[src/rtl/uart_parity_pkg.sv]
// uart_parity_pkg: shared parity-mode codes, FSM state type and data-length clamp for the UART RX parity engine
package uart_parity_pkg;
  localparam logic [2:0] PAR_NONE  = 3'd0;
  localparam logic [2:0] PAR_EVEN  = 3'd1;
  localparam logic [2:0] PAR_ODD   = 3'd2;
  localparam logic [2:0] PAR_MARK  = 3'd3;
  localparam logic [2:0] PAR_SPACE = 3'd4;
  typedef enum logic [1:0] {IDLE, ACCUM, WAIT_PAR} state_t;
  // A length of 0 or anything beyond the datapath means "full width".
  function automatic int unsigned clamp_len(input int unsigned len, input int unsigned max_len);
    return (len == 0 || len > max_len) ? max_len : len;
  endfunction
endpackage

[src/rtl/uart_err_stat.sv]
// uart_err_stat: sticky parity-error flag plus saturating error counter
//   CLK, RST (async, active-low)
//   i_set   : error event this cycle (sets flag, bumps counter)
//   i_clear : clear flag and counter (loses to a coincident i_set)
//   o_sticky, o_count : registered status
module uart_err_stat #(
  parameter int CNT_WIDTH = 8
) (
  input  logic                 CLK,
  input  logic                 RST,
  input  logic                 i_set,
  input  logic                 i_clear,
  output logic                 o_sticky,
  output logic [CNT_WIDTH-1:0] o_count
);
  logic                 r_sticky;
  logic [CNT_WIDTH-1:0] r_count;
  logic [CNT_WIDTH-1:0] w_inc;
  always_comb w_inc = (r_count == {CNT_WIDTH{1'b1}}) ? r_count : r_count + CNT_WIDTH'(1);
  always_ff @(posedge CLK or negedge RST) begin
    if (!RST) begin
      r_sticky <= 1'b0;
      r_count  <= '0;
    end else if (i_set) begin
      r_sticky <= 1'b1;
      // Clear and error together: the clear wipes history, the new error still counts.
      r_count  <= i_clear ? CNT_WIDTH'(1) : w_inc;
    end else if (i_clear) begin
      r_sticky <= 1'b0;
      r_count  <= '0;
    end
  end
  assign o_sticky = r_sticky;
  assign o_count  = r_count;
endmodule

[src/rtl/uart_rx_parity_engine.sv]
// uart_rx_parity_engine: bit-serial UART RX parity checker with sequence checking and error statistics
//   CLK, RST (async, active-low)
//   Frame_Start, Data_Valid, Par_Valid, Sampled_bit : strobes/bit from the RX sampler
//   Parity_Mode, Data_Len : frame configuration, latched at Frame_Start
//   Err_Clear : clears Sticky_Error / Err_Count
//   Parity_Done, Parity_Error, Sequence_Error : one-cycle result pulses
//   Sticky_Error, Err_Count : status for the register file
module uart_rx_parity_engine
  import uart_parity_pkg::*;
#(
  parameter int DATA_WIDTH = 8,
  parameter int LEN_W      = 4,
  parameter int CNT_WIDTH  = 8
) (
  input  logic                 CLK,
  input  logic                 RST,
  input  logic                 Frame_Start,
  input  logic                 Data_Valid,
  input  logic                 Par_Valid,
  input  logic                 Sampled_bit,
  input  logic [2:0]           Parity_Mode,
  input  logic [LEN_W-1:0]     Data_Len,
  input  logic                 Err_Clear,
  output logic                 Parity_Done,
  output logic                 Parity_Error,
  output logic                 Sequence_Error,
  output logic                 Sticky_Error,
  output logic [CNT_WIDTH-1:0] Err_Count
);
  state_t           r_state;
  logic             r_acc;
  logic [LEN_W-1:0] r_cnt;
  logic [LEN_W-1:0] r_len;
  logic [2:0]       r_mode;
  logic             r_done;
  logic             r_perr;
  logic             r_serr;
  logic             w_exp;
  logic [LEN_W-1:0] w_cnt_nx;
  logic             w_seq;
  logic             w_mis;
  logic             w_err_set;
  always_comb begin
    w_exp     = (r_mode == PAR_EVEN) ? r_acc : (r_mode == PAR_ODD) ? ~r_acc : (r_mode == PAR_MARK);
    w_cnt_nx  = r_cnt + LEN_W'(1);
    // Frame_Start pre-empts everything, so an aborted frame can never flag an error.
    w_seq     = !Frame_Start && Par_Valid && (r_state == ACCUM || (r_state == WAIT_PAR && Data_Valid));
    w_mis     = !Frame_Start && Par_Valid && r_state == WAIT_PAR && !Data_Valid && (Sampled_bit != w_exp);
    w_err_set = w_seq || w_mis;
  end
  always_ff @(posedge CLK or negedge RST) begin
    if (!RST) begin
      r_state <= IDLE;
      r_acc   <= 1'b0;
      r_cnt   <= '0;
      r_len   <= '0;
      r_mode  <= PAR_NONE;
      r_done  <= 1'b0;
      r_perr  <= 1'b0;
      r_serr  <= 1'b0;
    end else begin
      r_done <= 1'b0;
      r_perr <= 1'b0;
      r_serr <= 1'b0;
      if (Frame_Start) begin
        // Reserved mode codes are folded to "none" once here so later logic sees only legal codes.
        r_mode  <= (Parity_Mode > PAR_SPACE) ? PAR_NONE : Parity_Mode;
        r_len   <= LEN_W'(clamp_len(32'(Data_Len), DATA_WIDTH));
        r_acc   <= 1'b0;
        r_cnt   <= '0;
        r_state <= ACCUM;
      end else begin
        case (r_state)
          ACCUM: begin
            if (Par_Valid) begin
              r_state <= IDLE;
              r_done  <= 1'b1;
              r_perr  <= 1'b1;
              r_serr  <= 1'b1;
            end else if (Data_Valid) begin
              r_acc <= r_acc ^ Sampled_bit;
              r_cnt <= w_cnt_nx;
              if (w_cnt_nx == r_len) begin
                r_state <= (r_mode == PAR_NONE) ? IDLE : WAIT_PAR;
                r_done  <= (r_mode == PAR_NONE);
              end
            end
          end
          WAIT_PAR: begin
            if (Par_Valid) begin
              r_state <= IDLE;
              r_done  <= 1'b1;
              r_perr  <= w_err_set;
              r_serr  <= w_seq;
            end
          end
          default: r_state <= IDLE;
        endcase
      end
    end
  end
  // Fed from the same-cycle error decision so status updates alongside the Parity_Error pulse.
  uart_err_stat #(.CNT_WIDTH(CNT_WIDTH)) u_err_stat (
    .CLK      (CLK),
    .RST      (RST),
    .i_set    (w_err_set),
    .i_clear  (Err_Clear),
    .o_sticky (Sticky_Error),
    .o_count  (Err_Count)
  );
  assign Parity_Done    = r_done;
  assign Parity_Error   = r_perr;
  assign Sequence_Error = r_serr;
endmodule

[config.mk]
export PLATFORM = sky130hd
export DESIGN_NAME = uart_rx_parity_engine
export DESIGN_NICKNAME = d
export VERILOG_FILES = /design/src/rtl/uart_parity_pkg.sv /design/src/rtl/uart_err_stat.sv /design/src/rtl/uart_rx_parity_engine.sv
export SDC_FILE = /design/constraint.sdc
export NUM_CORES = 1
export LEC_CHECK = 0
export BUFFER_PORTS_ARGS = -buffer_cell sky130_fd_sc_hd__buf_4
export CORE_MARGIN = 1.5
export CORE_UTILIZATION = 45
export CTS_BUF_LIST = sky130_fd_sc_hd__clkbuf_2
export DETAILED_ROUTE_END_ITERATION = 8
export GPL_ROUTABILITY_DRIVEN = 0
export PLACE_DENSITY = 0.7
export SLEW_MARGIN = 10
export SYNTH_ARGS = -nofsm -noshare
export SYNTH_HDL_FRONTEND = slang
export SYNTH_HIERARCHICAL = 1
export SYNTH_SLANG_ARGS = --single-unit
[constraint.sdc]
create_clock -name CLK -period 2.46 [get_ports CLK]
set_input_delay 0.123 -clock CLK [delete_from_list [all_inputs] [get_ports CLK]]
set_output_delay 0.123 -clock CLK [all_outputs]
set_load 0.005 [all_outputs]
[After elaboration in Yosys (flattened, before gate mapping)]
Index checks and enable logic that the tools add are counted.
Word-level totals
  bits in registers: 26
  input bits: 14
  output and inout bits: 12
  logic and storage cells: 85
Operators by class
  add/subtract/negate cells: 2
  order comparisons: 2
  equality and inequality tests: 13
  muxes and demuxes: 37
  bitwise operators: 2
  reduce and logical (&&, ||, !) cells: 19
Operators with widths (count)
  $mux W8: 4
  $mux W4: 5
  $mux W1: 17
  $mux W2: 6
  $add A8 B1 Y8 const B: 1
  $eq A8 B8 Y1 const B: 1
  $eq A3 B2 Y1 const B: 2
  $logic_and A1 B1 Y1: 6
  $pmux W1 S2: 3
  $reduce_and A3 Y1: 2
  $reduce_bool A2 Y1: 3
  $add A4 B1 Y4 const B: 1
  $eq A4 B4 Y1: 1
  $gt A4 B4 Y1 const B: 1
  $logic_not A4 Y1: 1
  $ne A2 B2 Y1 const B: 2
  $ne A4 B3 Y1 const B: 1
  $ne A4 B4 Y1 const B: 1
  $pmux W2 S2: 1
  $eq A3 B1 Y1 const B: 1
  $gt A3 B3 Y1 const B: 1
  $logic_not A3 Y1: 1
  $logic_or A1 B1 Y1: 3
  $mux W3: 1
  8 further kinds: 9

[Depth between registers and ports, before layout]
Gate-level depths: netlist (run 1).
  word-level depth: 9
  depth in mapped cells: 7

[By module]
The synthesis (run 1) kept the hierarchy.
By module, submodules not included
  uart_rx_parity_engine: instances 1, cells each 91, area an instance 898.4 um2, seq. area each 425.4 um2
  uart_err_stat: instances 1, cells each 46, area an instance 490.5 um2, seq. area each 225.2 um2

[Worst setup path after synthesis (run 1)]
OpenSTA, ideal clock, no wires.
  path type: register -> register
  from: reg r_state[1]
  to: reg u_err_stat.r_count[7] (netlist: u_err_stat/o_count[7])
  library setup time: 128 ps
  arrival time: 2051 ps
  path slack: 282 ps
  cell stages (with the launch flop): 8
  buffers on the path: 0
  period minus slack after synthesis: 2178 ps
  path through: dfrtp_1 > inv_1 > ha_1 > nor2_1 > a211oi_1 > nand4_2 > nor4b_4 > mux2_1
On the way
  longest elaborated chain between the ends: 7
RTL lines
  from (decl): line uart_rx_parity_engine.sv:30  | state_t r_state;
  from (signal assigned): line uart_rx_parity_engine.sv:84  | r_state <= (r_mode == PAR_NONE) ? IDLE : WAIT_PAR;
  $eq A2 B2 Y1: line uart_rx_parity_engine.sv:47, uart_rx_parity_engine.sv:48
  $logic_and A1 B1 Y1, on equally long branches: line uart_rx_parity_engine.sv:47, uart_rx_parity_engine.sv:48
  $logic_or A1 B1 Y1 / $logic_and A1 B1 Y1 (equally long branches): line uart_rx_parity_engine.sv:47, uart_rx_parity_engine.sv:48
  $logic_and A1 B1 Y1, on equally long branches: line uart_rx_parity_engine.sv:47, uart_rx_parity_engine.sv:48
  $logic_or A1 B1 Y1 *: line uart_rx_parity_engine.sv:49  | w_err_set = w_seq || w_mis;
  named net w_err_set: line uart_rx_parity_engine.sv:42  | logic w_err_set;
  $reduce_bool A2 Y1 (no source line)
  $reduce_and A2 Y1 (no source line)
  to (signal assigned): line uart_err_stat.sv:27  | r_count <= i_clear ? CNT_WIDTH'(1) : w_inc;
  to (decl): line uart_err_stat.sv:17  | logic [CNT_WIDTH-1:0] r_count;
Mark *: on every way through the listed nets, which the timed path passes. The rest lies on a longest branch.
A chain may end at the register's enable or synchronous reset.

[Final worst setup path (run 1)]
  from: reg r_acc
  to: reg u_err_stat.r_count[7] (netlist: u_err_stat/o_count[7])
On the way
  longest elaborated chain between the ends: 8
RTL lines
  from (decl): line uart_rx_parity_engine.sv:31  | logic r_acc;
  from (signal assigned): line uart_rx_parity_engine.sv:81  | r_acc <= r_acc ^ Sampled_bit;
  $not A1 Y1: line uart_rx_parity_engine.sv:44  | w_exp = (r_mode == PAR_EVEN) ? r_acc : (r_mode == PAR_ODD) ? ~r_acc : (r_mode == PAR_MARK);
  $mux W1: line uart_rx_parity_engine.sv:44
  $mux W1 *: line uart_rx_parity_engine.sv:44
  $ne A1 B1 Y1 *: line uart_rx_parity_engine.sv:48  | w_mis = !Frame_Start && Par_Valid && r_state == WAIT_PAR && !Data_Valid && (Sampled_bit != w_exp);
  $logic_and A1 B1 Y1 *: line uart_rx_parity_engine.sv:48
  $logic_or A1 B1 Y1 *: line uart_rx_parity_engine.sv:49
  named net w_err_set: line uart_rx_parity_engine.sv:42
  $reduce_bool A2 Y1 (no source line)
  $reduce_and A2 Y1 (no source line)
Marks and branches as above.

==> results of run 1 <==
## placed cells by master, fill, tap and decap left out, types with 2 or more instances in the layout
cell type                       count
sky130_fd_sc_hd__a211oi_1           2
sky130_fd_sc_hd__ha_1               4
sky130_fd_sc_hd__and4_1             2
sky130_fd_sc_hd__nor2_1            10
sky130_fd_sc_hd__nand2_1           15
sky130_fd_sc_hd__dfrtp_1           26
sky130_fd_sc_hd__a21oi_1            7
sky130_fd_sc_hd__nand3_1            2
sky130_fd_sc_hd__nand3b_1           2
sky130_fd_sc_hd__o21ai_0            4
sky130_fd_sc_hd__xor2_1             4
sky130_fd_sc_hd__clkbuf_2           3
sky130_fd_sc_hd__a31oi_1            4
sky130_fd_sc_hd__buf_4             26
sky130_fd_sc_hd__mux2i_1            3
sky130_fd_sc_hd__dlygate4sd3_1      5
sky130_fd_sc_hd__inv_1             10
sky130_fd_sc_hd__o22ai_1            4
sky130_fd_sc_hd__nor3_1             5
sky130_fd_sc_hd__xnor2_1            6
sky130_fd_sc_hd__and3_1             2
## stage by stage
step                      setup slack (ns)   util  instances
after CTS                            0.284  0.589        200
final                                0.280  0.589        200
after global routing                 0.149  0.589        200
after floorplan                      0.282      -        137
after global placement               0.451  0.566        192
after detailed placement             0.305  0.566        192
## worst max-delay path by stage
stage | start | end | slack (ns)
after floorplan | r_state[1]$_DFFE_PN0P_ | u_err_stat/o_count[7]$_DFFE_PN0P_ | 0.28
after global placement | r_state[1]$_DFFE_PN0P_ | u_err_stat/o_count[7]$_DFFE_PN0P_ | 0.45
after detailed placement | r_acc$_DFFE_PN0P_ | u_err_stat/o_count[7]$_DFFE_PN0P_ | 0.31
after CTS | r_acc$_DFFE_PN0P_ | u_err_stat/o_count[7]$_DFFE_PN0P_ | 0.28
after global routing | r_state[1]$_DFFE_PN0P_ | u_err_stat/o_count[7]$_DFFE_PN0P_ | 0.15
final | r_acc$_DFFE_PN0P_ | u_err_stat/o_count[7]$_DFFE_PN0P_ | 0.28
## logic make-up after synthesis
logic type | count (synthesis) | synth area share
buf+inv | 12 | 0.0333
xor+xnor | 10 | 0.0631
fa+ha+maj | 4 | 0.0360
flops | 26 | 0.468
mux | 5 | 0.0378
simple gates | 53 | 0.233
compound gates | 27 | 0.128
## power breakdown
group / leakage [nW] / internal (mW) / switching, mW
Sequential: 0.349 / 0.446 / 0.0164
Clock: 0.0125 / 0.0332 / 0.117
Combinational: 0.426 / 0.0627 / 0.0602
Total: 0.787 / 0.542 / 0.193
## Yosys cell counts, drive strengths merged
library cell   n  area share
nand2         15       0.041
ha             4       0.036
nor4b          1       0.017
nand3b         2       0.011
mux2           2       0.016
o21ai          4       0.014
o221ai         1      0.0063
or2            1      0.0045
a211oi         2       0.011
a21o           1      0.0054
clkbuf         1      0.0027
a211o          1      0.0063
o22ai          4       0.018
nor2          10       0.027
and3b          1      0.0072
a21oi          7       0.025
dfrtp         26        0.47
and4           3       0.021
buf            1      0.0036
mux2i          3       0.022
nor2b          1      0.0045
a31oi          4       0.018
or3            2       0.013
and4bb         1      0.0090
xnor2          6       0.038
xor2           4       0.025
nor3           5       0.018
nand4b         1      0.0063
nor3b          2       0.014
a2111oi        2       0.017
a31o           1      0.0063
and3           3       0.014
inv           10       0.027
or2b           1      0.0054
nand3          2      0.0072
nand4          2       0.014
## worst max-delay path: cells and delay by family, from the launching register on
family | cells | cell delay, ns
xor+xnor | 1 | 0.17
mux | 2 | 0.59
flops | 1 | 0.46
compound gates | 1 | 0.34
simple gates | 3 | 0.54
## sequential cells by signal, indices dropped and copies added (netlist names)
register,flops
Parity_Done,1
Parity_Error,1
Sequence_Error,1
r_acc,1
r_cnt,4
r_len,4
r_mode,3
r_state,2
u_err_stat/o_count,8
u_err_stat/o_sticky,1
## final cells by class
cell class	count	area, um^2
Fill cell	264	1170
Multi-Input combinational cell	99	692
Sequential cell	26	651
Timing Repair Buffer	31	245
Tap cell	31	38.8
Inverter	10	37.5
Clock buffer	3	15.0
## repair_timing
item,in CTS,in global routing
endpoints found under the hold margin,33,0
hold buffers,5,0
setup buffers,0,0
endpoints found under the setup margin,0,0
## routing by layer
layer / global-route usage / routed length, um
met1: 0.214 / 1210
met2: 0.303 / 1320
met3: 0.0198 / 84
met4: 0.0897 / 83
met5: 0 / 0
==> reports/qor.tcl, run 1 <==
set qor(drt_iter0_markers) 81
set qor(worst_ep_arrival_time_ns) 2.45
set qor(placementRows) 19
set qor(final.setup.tns_ns) 0
set qor(hold_startpoint) {Parity_Mode[1]}
set qor(finalMaxSlewViolations) 0
set qor(nNetsFinal) 189
set qor(mappedNetlistNets) 155
set qor(finalCriticalPeriod_ns) 2.18
set qor(io_pins) 26
set qor(antenna_violating_nets_post_route) 0
set qor(syn_area_per_cell_um2) 10.1
set qor(post_synthesis_register_bit_count) 26
set qor(finalHoldViolations) 0
set qor(worstPathRequired_ns) 2.73
set qor(wl_per_cell_um) 13.5
set qor(clk_root_buffer_cell) {sky130_fd_sc_hd__clkbuf_2}
set qor(maxCapViolations) 0
set qor(critPathMaxFanout) 2
set qor(layout-drive-gt1-share) 0.237
set qor(clock_skew_ns) 0.0122
set qor(drtPass1Iterations) 4
set qor(placeableCoreArea_um2) 2850
set qor(ant_diodes) 0
set qor(drcViolationCount) 0
set qor(die-height_um) 58.6
set qor(post_synth_num_cell_types) 43
set qor(detailed_place.area_um2) 1610
set qor(r2r_end) {u_err_stat/o_count[7]$_DFFE_PN0P_}
set qor(fmaxAchievable_ghz) 0.459
set qor(finalPower_uw) 735
set qor(startpoint_type_of_the_worst_setup_path) {flip-flop}
set qor(cts.sink_count) 26
set qor(r2r_slack_ns) 0.28
set qor(global_route.usage.total) 0.175
set qor(min_delay_worst_endpoint) {r_mode[1]$_DFFE_PN0P_}
set qor(setup_viol_count_final) 0
set qor(via_count) 1112
set qor(holdWs_ns) 0.0206
set qor(crit_chain) {mux2i_1, nor2_1, xnor2_1, a211oi_1, nand4_2, nor4b_4, mux2_1}
set qor(clkLatencyLatePin_ns) 0.34
set qor(reg2reg_depth) 7
set qor(die_width_um) 58.6
set qor(grt_antenna_before_repair) 0
set qor(pin_count_of_the_biggest_net_entering_global_routing) 27
set qor(dp_hpwl_um) 2040
set qor(min-delay-path-class) {in -> reg}
set qor(clock_path_buffers) 2
set qor(cpMaxStageDelayCell) {sky130_fd_sc_hd__dfrtp_1}
set qor(cellPowerDensity_nw_per_um2) 438
set qor(timing.hold.worst_path_depth) 3
set qor(worst-setup-path-type) {reg -> reg}
set qor(timing.rr.start) {r_acc$_DFFE_PN0P_}
set qor(post_cts_resized) 0
set qor(rsz0062_at_grt) {no}
set qor(clk_pin_slew_ns) 0.22
set qor(port_buffers) 25
set qor(initial_core_util) 0.487
set qor(grt_pass1_vias) 1058
set qor(cts_inserted_buffers) 3
set qor(globalRoute.totalOverflow) 0
set qor(final_cell_area_um2) 1680
set qor(tritoncts) {built}
set qor(outcome) {finished, final reports clean}
set qor(max-vdd-ir-drop_v) 0.000332
set qor(yosysWarnings) 6
set qor(via_density_per_instance) 5.56
set qor(power.leakage_nw) 0.787
set qor(cts.htree.levels) 1
set qor(cp-end-kind) {flip-flop}
set qor(post_synth_inst_count) 137
set qor(timing.max_slew.rel_slack) 0.733
set qor(timing.critical_path.slowest_cell_delay_ns) 0.46
set qor(grt_pass1_wl_um) 4570
set qor(synth_seq_area_share) 0.468
set qor(die-area_um2) 3430
set qor(fin_crit_sh) 0.886
set qor(post_synth_instance_area_um2) 1390
set qor(finalWirelength_um) 2700
set qor(max_slew.worst_pin.slew_ns) 0.390
set qor(area_growth_syn_to_layout_pct) 20.9
Power figures use the tool's default switching activity.
==> run 2, diff against run 1 <==
==> constraint.sdc (replaced) <==
create_clock -name CLK -period 2.46 [get_ports CLK]
set_input_delay 0.369 -clock CLK [delete_from_list [all_inputs] [get_ports CLK]]
set_output_delay 0.369 -clock CLK [all_outputs]
set_load 0.005 [all_outputs]
==> reports/qor.tcl, run 2 (synthesis gave the netlist of run 1 again) <==
set qor(die-height_um) 58.6
set qor(grt_pass1_wl_um) 4880
set qor(area_growth_syn_to_layout_pct) 18.0
set qor(clkLatencyLatePin_ns) 0.34
set qor(placementRows) 19
set qor(maxUsedRoutingLayer) {met4}
set qor(cellPowerDensity_nw_per_um2) 447
set qor(antenna_violating_nets_post_route) 0
set qor(cell_internal_pwr_uw) 537
set qor(setup_viol_count_final) 0
set qor(finalMaxSlewViolations) 0
set qor(cp-end-kind) {flip-flop}
set qor(power.clock.fraction) 0.209
set qor(final.setup.tns_ns) 0
set qor(max_slew.worst_pin.slew_ns) 0.466
set qor(dp_hpwl_um) 2090
set qor(io_pins) 26
set qor(clock_skew_ns) 0.00775
set qor(reg2reg_depth) 7
set qor(fmaxAchievable_ghz) 0.474
set qor(drtPass1Iterations) 4
set qor(utilization) 0.575
set qor(post-route-worst-setup-slack_ns) 0.351
set qor(startpoint_type_of_the_worst_setup_path) {flip-flop}
set qor(p_sw_frac) 0.267
set qor(post-cts-setup-buffer-count) 0
set qor(nNetsFinal) 185
set qor(timing.hold.worst_path_depth) 2
set qor(layout.filler_cells) 264
set qor(mostFrequentLayoutCells) {sky130_fd_sc_hd__dfrtp_1 (26), sky130_fd_sc_hd__buf_4 (26), sky130_fd_sc_hd__nand2_1 (15)}
set qor(cts.sink_count) 26
set qor(min_delay_worst_endpoint) {r_mode[0]$_DFFE_PN0P_}
set qor(global_route.usage.total) 0.181
set qor(holdWs_ns) 0.188
set qor(clk_root_buffer_cell) {sky130_fd_sc_hd__clkbuf_2}
set qor(wl_per_cell_um) 13.9
set qor(finalPower_uw) 733
set qor(comb_power_frac) 0.161
set qor(pin_count_of_the_biggest_net_entering_global_routing) 27
set qor(critPathMaxFanout) 7
set qor(met2WireLength_um) 1400
set qor(r2r_end) {u_err_stat/o_count[7]$_DFFE_PN0P_}
set qor(drt_iter0_markers) 47
set qor(initial_core_util) 0.487
set qor(power_switching_uw) 196
set qor(wl_met3_um) 58
set qor(power.leakage_nw) 0.769
set qor(fin_crit_sh) 0.857
set qor(die_width_um) 58.6
set qor(layout-drive-gt1-share) 0.242
set qor(worstPathRequired_ns) 2.72
set qor(via_count) 1100
set qor(ant_diodes) 0
set qor(die-area_um2) 3430
set qor(rsz0062_at_grt) {no}
set qor(port_buffers) 25
set qor(tritoncts) {built}
set qor(grt_antenna_before_repair) 0
set qor(worst-setup-path-type) {reg -> reg}
set qor(max-vdd-ir-drop_v) 0.000262
set qor(timing.max_slew.rel_slack) 0.682
set qor(placeableCoreArea_um2) 2850
set qor(power_frac_seq) 0.631
set qor(drcViolationCount) 0
set qor(via_density_per_instance) 5.61
set qor(finalHoldViolations) 0
set qor(cts_inserted_buffers) 3
set qor(min-delay-path-class) {in -> reg}
set qor(clock_path_buffers) 2
set qor(finalWirelength_um) 2730
set qor(hold_startpoint) {Parity_Mode[2]}
set qor(clk_pin_slew_ns) 0.23
set qor(largest_register_ffs) 8
set qor(grt_pass1_vias) 1132
set qor(maxCapViolations) 0
set qor(r2r_slack_ns) 0.35
set qor(worst_ep_arrival_time_ns) 2.37
set qor(dp_worst_setup_slack_ns) 0.358
set qor(cts.htree.levels) 1
set qor(timing.rr.start) {r_state[1]$_DFFE_PN0P_}
set qor(outcome) {finished, final reports clean}
set qor(wl_met1_um) 1260
set qor(finalCriticalPeriod_ns) 2.11
set qor(globalRoute.totalOverflow) 0
## run 2: cell types whose count changed in the layout (fill, tap and decap cells not counted), sizes merged
cell / delta
dlygate4sd3: -4
## run 2: how the worst max path moves through the flow
| stage | startpoint | endpoint | slack (ns) | depth (start not counted) |
|---|---|---|---|---|
| 4_1_cts | r_state[1]$_DFFE_PN0P_ | u_err_stat/o_count[7]$_DFFE_PN0P_ | 0.34 | 7 |
| 5_1_grt | r_state[1]$_DFFE_PN0P_ | u_err_stat/o_count[7]$_DFFE_PN0P_ | 0.15 | 7 |
| 3_3_place_gp | Frame_Start | u_err_stat/o_count[7]$_DFFE_PN0P_ | 0.42 | 6 |
| 6_report | r_state[1]$_DFFE_PN0P_ | u_err_stat/o_count[7]$_DFFE_PN0P_ | 0.35 | 7 |
| 2_1_floorplan | r_state[1]$_DFFE_PN0P_ | u_err_stat/o_count[7]$_DFFE_PN0P_ | 0.28 | 7 |
| 3_5_place_dp | Frame_Start | u_err_stat/o_count[7]$_DFFE_PN0P_ | 0.36 | 6 |
## run 2: power groups by stage
stage	Clock, mW	Combinational (mW)	Sequential [mW]
6_report	0.153	0.118	0.462
4_1_cts	0.160	0.119	0.462
5_1_grt	0.171	0.132	0.466
2_1_floorplan	0	0.0654	0.467
3_5_place_dp	0	0.117	0.470
3_3_place_gp	0	0.114	0.469
## run 2: timing repair
| item | 4_1_cts | 5_1_grt |
|---|---|---|
| hold endpoints to repair | 26 | 0 |
| endpoints found under the setup margin | 0 | 0 |
| hold buffers | 1 | 0 |
| gates resized for setup | 0 | 0 |
## run 2: area by class of cell
cell class	count	area [um^2]	area share
tap	31	38.8	0.0237
sequential	26	651	0.397
clock buffer	3	15.0	0.00916
multi-input combinational	99	692	0.422
inverter	10	37.5	0.0229
timing repair buffer	27	205	0.125
## run 2: metal layers
| metal | GRT usage | vias up |
|---|---|---|
| met5 | 0 | - |
| met2 | 0.318 | 14 |
| li1 | - | 547 |
| met3 | 0.0198 | 2 |
| met4 | 0.0631 | 0 |
| met1 | 0.232 | 537 |
## run 2: metrics by stage
| stage | instance area, um^2 | std cells |
|---|---|---|
| 3_3_place_gp | 1610 | 192 |
| 6_report | 1640 | 196 |
| 2_1_floorplan | 1390 | 137 |
| 5_1_grt | 1640 | 196 |
| 4_1_cts | 1640 | 196 |
| 3_5_place_dp | 1610 | 192 |
## run 2: worst max-delay path: stages (launching register included)
cell and delay (ns):
sky130_fd_sc_hd__dfrtp_1 0.45, sky130_fd_sc_hd__inv_1 0.06, sky130_fd_sc_hd__ha_1 0.24, sky130_fd_sc_hd__nor2_1 0.10, sky130_fd_sc_hd__a211oi_1 0.36, sky130_fd_sc_hd__nand4_2 0.18, sky130_fd_sc_hd__nor4b_4 0.29, sky130_fd_sc_hd__mux2_1 0.35
==> run 3, diff against run 2 <==
- CAP_MARGIN: not set -> 20
- CORE_ASPECT_RATIO: not set -> 0.7
- clock period: 2.46 -> 2.25 ns (I/O delays scaled with it)
==> reports/qor.tcl, run 3 (synthesis gave the netlist of run 1 again) <==
set qor(tritoncts) {built}
set qor(post-route-worst-setup-slack_ns) 0.223
set qor(timing.critical_path.slowest_cell_delay_ns) 0.45
set qor(r2r_end) {u_err_stat/o_count[7]$_DFFE_PN0P_}
set qor(ant_diodes) 0
set qor(comb_power_frac) 0.161
set qor(crit_chain) {inv_1, ha_1, nor2_1, a211oi_2, nand4_2, nor4b_4, mux2_1}
set qor(min_delay_worst_endpoint) {r_mode[0]$_DFFE_PN0P_}
set qor(globalRoute.totalOverflow) 0
set qor(min-delay-path-class) {in -> reg}
set qor(register_area_um2) 651
set qor(wl_per_cell_um) 13.7
set qor(pin_count_of_the_biggest_net_entering_global_routing) 27
set qor(grt_antenna_before_repair) 0
set qor(setup_viol_count_final) 0
set qor(mostFrequentLayoutCells) {sky130_fd_sc_hd__buf_4 (27), sky130_fd_sc_hd__dfrtp_1 (26), sky130_fd_sc_hd__nand2_1 (15)}
set qor(timing.max_slew.rel_slack) 0.743
set qor(die-area_um2) 3430
set qor(power_switching_uw) 216
set qor(hold_startpoint) {Parity_Mode[2]}
set qor(timing.rr.start) {r_state[1]$_DFFE_PN0P_}
set qor(clk_root_buffer_cell) {sky130_fd_sc_hd__clkbuf_2}
set qor(mostFrequentLayoutCell) {sky130_fd_sc_hd__buf_4}
set qor(rsz0062_at_grt) {no}
set qor(grt_pass1_wl_um) 4790
set qor(die_width_um) 69.4
set qor(power_frac_seq) 0.628
set qor(outcome) {finished, final reports clean}
set qor(max_slew.worst_pin.slew_ns) 0.376
set qor(critical-path-top-delay-family) {simple AND/OR/NAND/NOR gates}
set qor(port_buffers) 25
set qor(dp_worst_setup_slack_ns) 0.169
set qor(startpoint_type_of_the_worst_setup_path) {flip-flop}
set qor(worstPathRequired_ns) 2.50
set qor(cellPowerDensity_nw_per_um2) 486
set qor(grt_pass1_vias) 1024
set qor(critPathMaxFanout) 7
set qor(drcViolationCount) 0
set qor(cts.sink_count) 26
set qor(maxCapViolations) 0
set qor(cp-end-kind) {flip-flop}
set qor(clk_pin_slew_ns) 0.23
set qor(largest_register_ffs) 8
set qor(clkLatencyLatePin_ns) 0.34
set qor(p_sw_frac) 0.268
set qor(die-height_um) 49.5
set qor(fin_crit_sh) 0.901
set qor(placementRows) 16
set qor(global_route.usage.total) 0.175
set qor(drtPass1Iterations) 4
set qor(cts_inserted_buffers) 3
set qor(combined_area_of_the_multi_input_logic_cells_um2) 697
set qor(clock_skew_ns) 0.00912
set qor(clock_path_buffers) 2
set qor(worstPathBufferInverterCount) 1
set qor(finalWirelength_um) 2790
set qor(worst_ep_arrival_time_ns) 2.28
set qor(via_count) 1104
set qor(timing.hold.worst_path_depth) 2
set qor(cpMaxStageDelayCell) {sky130_fd_sc_hd__dfrtp_1}
set qor(reg2reg_depth) 7
set qor(cts.htree.levels) 1
set qor(io_pins) 26
set qor(power.clock.fraction) 0.211
set qor(finalMaxSlewViolations) 0
set qor(finalHoldViolations) 0
set qor(drt_iter0_markers) 78
set qor(initial_core_util) 0.485
set qor(via_density_per_instance) 5.44
set qor(cp_num_cells) 7
set qor(power.leakage_nw) 0.776
set qor(layout.filler_cells) 272
set qor(finalCriticalPeriod_ns) 2.03
set qor(antenna_violating_nets_post_route) 0
set qor(area_growth_syn_to_layout_pct) 19.6
set qor(fmaxAchievable_ghz) 0.493
set qor(cell_internal_pwr_uw) 591
set qor(dp_hpwl_um) 2130
set qor(post-cts-setup-buffer-count) 0
set qor(max-vdd-ir-drop_v) 0.000418
set qor(final.setup.tns_ns) 0
set qor(nNetsFinal) 186
set qor(worst-setup-path-type) {reg -> reg}
set qor(layout-drive-gt1-share) 0.251
set qor(placeableCoreArea_um2) 2860
set qor(r2r_slack_ns) 0.22
## run 3: cell count changes in the layout (fill, tap and decap cells not counted), sizes merged
cell / before / now
buf: 26 / 27
clkinv: 0 / 1
## run 3: how the worst max path moves through the flow
stage	start	end	slack, ns
global route	r_state[1]$_DFFE_PN0P_	u_err_stat/o_count[7]$_DFFE_PN0P_	0.10
finish	r_state[1]$_DFFE_PN0P_	u_err_stat/o_count[7]$_DFFE_PN0P_	0.22
CTS	r_state[1]$_DFFE_PN0P_	u_err_stat/o_count[7]$_DFFE_PN0P_	0.13
detailed placement	r_state[1]$_DFFE_PN0P_	u_err_stat/o_count[7]$_DFFE_PN0P_	0.17
global placement	r_state[1]$_DFFE_PN0P_	u_err_stat/o_count[7]$_DFFE_PN0P_	0.26
floorplan	r_state[1]$_DFFE_PN0P_	u_err_stat/o_count[7]$_DFFE_PN0P_	0.07
## run 3: area by class of cell
cell class,count,area share
tap,36,0.0271
multi-input combinational,99,0.419
clock buffer,3,0.00904
clock inverter,1,0.00226
sequential,26,0.392
inverter,10,0.0226
timing repair buffer,28,0.128
## run 3: power by group through the flow
stage	clock network [mW]	registers [mW]	logic, mW
after floorplan	0	0.510	0.0715
after global placement	0	0.514	0.127
after detailed placement	0	0.515	0.128
after CTS	0.179	0.507	0.130
after global routing	0.198	0.511	0.145
final	0.170	0.507	0.130
## run 3: layer usage
| metal | up-vias | track usage | wire length, um |
|---|---|---|---|
| met3 | 2 | 0.0429 | 134 |
| li1 | 552 | - | - |
| met5 | - | 0 | 0 |
| met2 | 22 | 0.266 | 1180 |
| met4 | 0 | 0.0294 | 13 |
| met1 | 528 | 0.258 | 1460 |
## run 3: repair_timing
item / 4_1_cts / 5_1_grt
endpoints found under the setup margin: 0 / 1
hold endpoints to repair: 26 / 0
resized for setup: 0 / 1
hold buffers: 1 / 0
## run 3: per-stage QoR
step	cell area [um^2]	hold WS [ns]	total power, mW	utilization	instances
6_report	1660	0.150	0.807	0.580	203
5_1_grt	1660	0.109	0.854	0.580	203
3_3_place_gp	1630	0.266	0.641	0.569	198
4_1_cts	1660	0.131	0.816	0.579	203
2_1_floorplan	1390	0.0419	0.582	-	137
3_5_place_dp	1630	0.263	0.643	0.569	198
